[src/rtl/la_rstseq_pkg.sv]
// Shared definitions for the sequenced reset releaser.
// Holds the FSM encoding and the counter-width helper.
package la_rstseq_pkg;

    localparam logic [1:0] ST_IDLE    = 2'd0;
    localparam logic [1:0] ST_RELEASE = 2'd1;
    localparam logic [1:0] ST_DONE    = 2'd2;
    localparam logic [1:0] ST_HOLD    = 2'd3;

    function automatic int cnt_width(input int delay, input int hold);
        int m;
        m = (delay > hold) ? delay : hold;
        return $clog2(m + 1);
    endfunction

endpackage

[src/rtl/la_rsync.sv]
// Reset synchronizer: asynchronous assertion, release after STAGES edges.
// Its output is the only reset seen by the sequencing flops.
module la_rsync #(
    parameter int STAGES = 2
) (
    input  logic clk_i,
    input  logic rst_ni,
    output logic rst_no
);

    logic [STAGES-1:0] sync_q;

    always_ff @(posedge clk_i or negedge rst_ni) begin
        if (!rst_ni) begin
            sync_q <= '0;
        end else begin
            sync_q <= (sync_q << 1) | STAGES'(1);
        end
    end

    assign rst_no = sync_q[STAGES-1];

endmodule

[src/rtl/la_rstseq.sv]
// Sequenced reset releaser: N active-low resets released one by one,
// DELAY cycles apart, with a soft re-run that holds all low for HOLD cycles.
(* keep_hierarchy = "yes" *)
module la_rstseq
    import la_rstseq_pkg::*;
#(
    parameter int N      = 4,
    parameter int DELAY  = 16,
    parameter int HOLD   = 8,
    parameter int STAGES = 2
) (
    input  logic         clk,
    input  logic         nrst_in,
    input  logic         soft_req,
    output logic [N-1:0] nrst_out,
    output logic         ready,
    output logic         busy
);

    localparam int CW = cnt_width(DELAY, HOLD);

    logic          rst_sync;
    logic [1:0]    state_q, state_d;
    logic [CW-1:0] cnt_q, cnt_d;
    logic [CW-1:0] eff;
    logic [N-1:0]  out_q, out_d;
    logic          ready_q, ready_d;
    logic          busy_q, busy_d;

    la_rsync #(
        .STAGES (STAGES)
    ) u_rsync (
        .clk_i  (clk),
        .rst_ni (nrst_in),
        .rst_no (rst_sync)
    );

    // IDLE seen out of reset means E0 already passed: behave as a
    // RELEASE step whose counter was loaded with DELAY-1 at E0.
    assign eff = (state_q == ST_IDLE) ? CW'(DELAY - 1) : cnt_q;

    always_comb begin
        state_d = state_q;
        cnt_d   = cnt_q;
        out_d   = out_q;
        ready_d = ready_q;
        busy_d  = busy_q;
        unique case (state_q)
            ST_IDLE, ST_RELEASE: begin
                busy_d = 1'b1;
                if (eff == '0) begin
                    out_d   = (out_q << 1) | N'(1);
                    cnt_d   = CW'(DELAY - 1);
                    state_d = ST_RELEASE;
                    if (out_d[N-1]) begin
                        state_d = ST_DONE;
                        cnt_d   = '0;
                        ready_d = 1'b1;
                        busy_d  = 1'b0;
                    end
                end else begin
                    cnt_d   = eff - CW'(1);
                    state_d = ST_RELEASE;
                end
            end
            ST_DONE: begin
                if (soft_req) begin
                    state_d = ST_HOLD;
                    out_d   = '0;
                    cnt_d   = CW'(HOLD - 1);
                    ready_d = 1'b0;
                    busy_d  = 1'b1;
                end
            end
            ST_HOLD: begin
                if (cnt_q == '0) begin
                    state_d = ST_RELEASE;
                    cnt_d   = CW'(DELAY - 1);
                end else begin
                    cnt_d = cnt_q - CW'(1);
                end
            end
            default: state_d = ST_IDLE;
        endcase
    end

    always_ff @(posedge clk or negedge rst_sync) begin
        if (!rst_sync) begin
            state_q <= ST_IDLE;
            cnt_q   <= '0;
            out_q   <= '0;
            ready_q <= 1'b0;
            busy_q  <= 1'b0;
        end else begin
            state_q <= state_d;
            cnt_q   <= cnt_d;
            out_q   <= out_d;
            ready_q <= ready_d;
            busy_q  <= busy_d;
        end
    end

    assign nrst_out = out_q;
    assign ready    = ready_q;
    assign busy     = busy_q;

endmodule

[config.mk]
export PLATFORM = sky130hd
export DESIGN_NAME = la_rstseq
export DESIGN_NICKNAME = d
export VERILOG_FILES = /design/src/rtl/la_rstseq_pkg.sv /design/src/rtl/la_rsync.sv /design/src/rtl/la_rstseq.sv
export SDC_FILE = /design/constraint.sdc
export NUM_CORES = 1
export LEC_CHECK = 0
export CORE_MARGIN = 2
export CORE_UTILIZATION = 45
export CTS_BUF_LIST = sky130_fd_sc_hd__clkbuf_4
export DETAILED_ROUTE_END_ITERATION = 12
export GPL_TIMING_DRIVEN = 0
export HOLD_SLACK_MARGIN = 0.1
export PLACE_DENSITY = 0.67
export RECOVER_POWER = 50
export SETUP_SLACK_MARGIN = 0.3
export SYNTH_ARGS = -nofsm -noshare
export SYNTH_HDL_FRONTEND = slang
export SYNTH_SLANG_ARGS = --single-unit
[constraint.sdc]
create_clock -name clk -period 0.8 [get_ports clk]
set_clock_uncertainty 0.1 [all_clocks]
set_input_delay 0.08 -clock clk [delete_from_list [all_inputs] [get_ports clk]]
set_output_delay 0.08 -clock clk [all_outputs]
set_load 0.1 [all_outputs]
==> summary.txt <==
status -> complete, but fails checks
violated checks -> negative hold slack, negative setup slack
design area -> 1167 sq um
Post-synth ARST share -> 1.000
Placed Area -> 952.2 sq um
Area growth syn-to-layout -> 46.70%
crit start category -> flop
number of global-route vias before repair -> 736
Total Nets Final -> 116
Finished Layout Cells -> 127
share of cells above drive strength 1 -> 0.4455
I/O Buffers -> 8
first drt pass iteration count -> 4
worst-case hold slack -> -84.69 ps
H-tree levels -> 1
Starting Density -> 0.4711
crit path launch -> state_q[0]
largest net degree at the start of global routing -> 10
GPL Wtd Cong -> 0.8228
Worst-Skew Late Latency -> 280 ps
max frequency -> 586.3 MHz
#FFs+latches synth -> 15
initial antenna violation count -> 0
crit path DAT -> 1790 ps
endpoints failing setup -> 19
CP max FO -> 5
Post-Synthesis Cells -> 82
number of max-slew violations in the final report -> 0
nature of the critical path endpoint -> flop
DIE HEIGHT -> 46.05 microns
Mapped Nets -> 87
CP most frequent cell -> buf_6
Design Power -> 4592 uW
Pleak -> 0.0005221 uW
clk buf depth -> 2
clock slew at reported path FFs -> 90 ps
crit path kind -> reg -> reg
min-delay worst type -> in -> async
Final Cycle Share -> 2.132
total of max-cap violations -> 0
critical path, cell by cell -> buf_6, nor2_4, nor2_1, ha_2, and3_4, buf_6, and2_4, o21a_1
WP data required -> 880 ps
Final Worst Setup Slack -> -905.7 ps
Core Area -> 1689 sq um
unrepaired setup endpoints after global routing -> yes
Num Clock Sinks -> 15
drt wl/cell -> 14.54 microns
Min Clock Period, post-route -> 1706 ps
Total Wirelength -> 1847 microns
DP Wirelength -> 1197 microns
CTS tree -> yes
DP Worst Slack -> -1038 ps
Residual DRC -> 0
synth warn -> 0
Vias/cell -> 5.646
Initial DRC Count -> 9
Die Footprint -> 2121 sq um
CP peak stage delay -> 420 ps
row count -> 15
Root Driver -> clkbuf_4
ys flop type -> dfrtp_1
Mapped Area -> 795.8 sq um
Post-Syn Area per Cell -> 9.704 sq um
Num CTS Buffers -> 3
routed via count -> 717
die width -> 46.05 microns
first-pass GRT wire length -> 3298 microns
Cell variety after synth -> 32
Pwr Density -> 3934 nW/um^2
antenna viol nets, final -> 0
Total GRT Usage -> 0.2202
antenna cell count -> 0
sequential area share after synthesis -> 0.4717
Hold Fails Final Rpt -> 2
GRT Residual Overflow -> 0
CP max-delay cell -> dfrtp_2
Reg-to-Reg Start -> state_q[0]
number of synthesized flops with an enable pin -> 0
maximum VDD drop -> 0.003102 V
I/O pins -> 9
Sum Neg Setup Slack -> -12,840 ps
placed cells -> 107
-- cell type report --
type	count	area, sq um
Fill cell	137	521.8
Buffer	3	36.28
Tap cell	17	21.27
Inverter	5	18.77
Clock buffer	4	30.03
Timing Repair Buffer	24	254.0
Multi-Input combinational cell	59	406.6
Sequential cell	15	400.4
-- state kept, by name, indices dropped and copies added, names as in the netlist --
signal	count
cnt_q	5
nrst_out	4
state_q	2
u_rsync.sync_q	2
busy	1
ready	1
-- placed cells by master, fill, tap and decap left out, drive strengths merged, types with 3 or more instances in the layout --
master  instances
a31oi           3
nand3           3
clkbuf          7
nand2          11
o21ai           6
dfrtp          15
nor2            6
nor2b           5
buf            22
inv             5
-- worst max-delay path: cells and delay by family (launching register included) --
kind	cells	cell delay, ps
AOI/OAI and AO/OA	1	160
DFF	1	420
adders and majority gates	1	210
buffers and inverters	2	240
and+or+nand+nor	4	460
-- metrics by stage --
stage / hold slack, ps / util
after global placement: 48.42 / 0.5637
after CTS: -151.3 / 0.6904
after floorplan: -315.6 / -
after global routing: -78.11 / 0.6911
after detailed placement: 57.85 / 0.5637
final: -84.69 / 0.6911
-- synth_stat cells, types with 2 or more instances --
cell type,instances,area share
dfrtp_1,15,0.47
nand2_1,10,0.047
nor2_1,6,0.028
o21ai_0,6,0.038
inv_1,5,0.024
nor2b_1,5,0.039
a31oi_1,3,0.024
nand3_1,3,0.019
ha_1,2,0.031
nand2b_1,2,0.016
o21a_1,2,0.019
o2bb2ai_1,2,0.022
o311ai_0,2,0.022
-- layer usage --
metal | wire [microns] | up-vias | global-route usage | part of all wire
met4 | 29 | 0 | 0.06857 | 0.016
met3 | 71 | 5 | 0.03137 | 0.038
met2 | 890 | 15 | 0.3611 | 0.48
met1 | 855 | 354 | 0.2993 | 0.46
met5 | 0 | - | 0 | 0
li1 | - | 343 | - | -
-- report_power, final --
group          internal, uW  switching (uW)
Combinational          1240            1510
Clock                   228             238
Sequential             1070             310
-- timing repair --
item | 4_1_cts | 5_1_grt
buffers inserted | 14 | 2
setup endpoints to repair | 29 | 20
endpoints found under the hold margin | 15 | 2
pin swaps | 3 | 0
resized for setup | 62 | 3
-- cells by family after synthesis --
logic type	count (synthesis)	share of synthesized area
buffers and inverters	8	0.04873
XOR/XNOR	1	0.01101
other	1	0.004712
flip-flops	15	0.4717
AO/OA/AOI/OAI	21	0.1887
AND/OR/NAND/NOR	33	0.2296
multiplexers	1	0.01415
adder cells (fa/ha/maj)	2	0.03144
-- worst paths after layout --
path | end | slack (ps) | cells after the start
setup reg to reg | ready | -910 | 8
setup / recovery | ready | -910 | 8
hold / removal | u_rsync.sync_q[0] | -80 | 1
hold reg to reg | cnt_q[0] | 100 | 1
max in group asynchronous | nrst_out[1] | 260 | 1
min in group clk | u_rsync.sync_q[1] | 260 | 0
(Power assumes the default switching activity.)
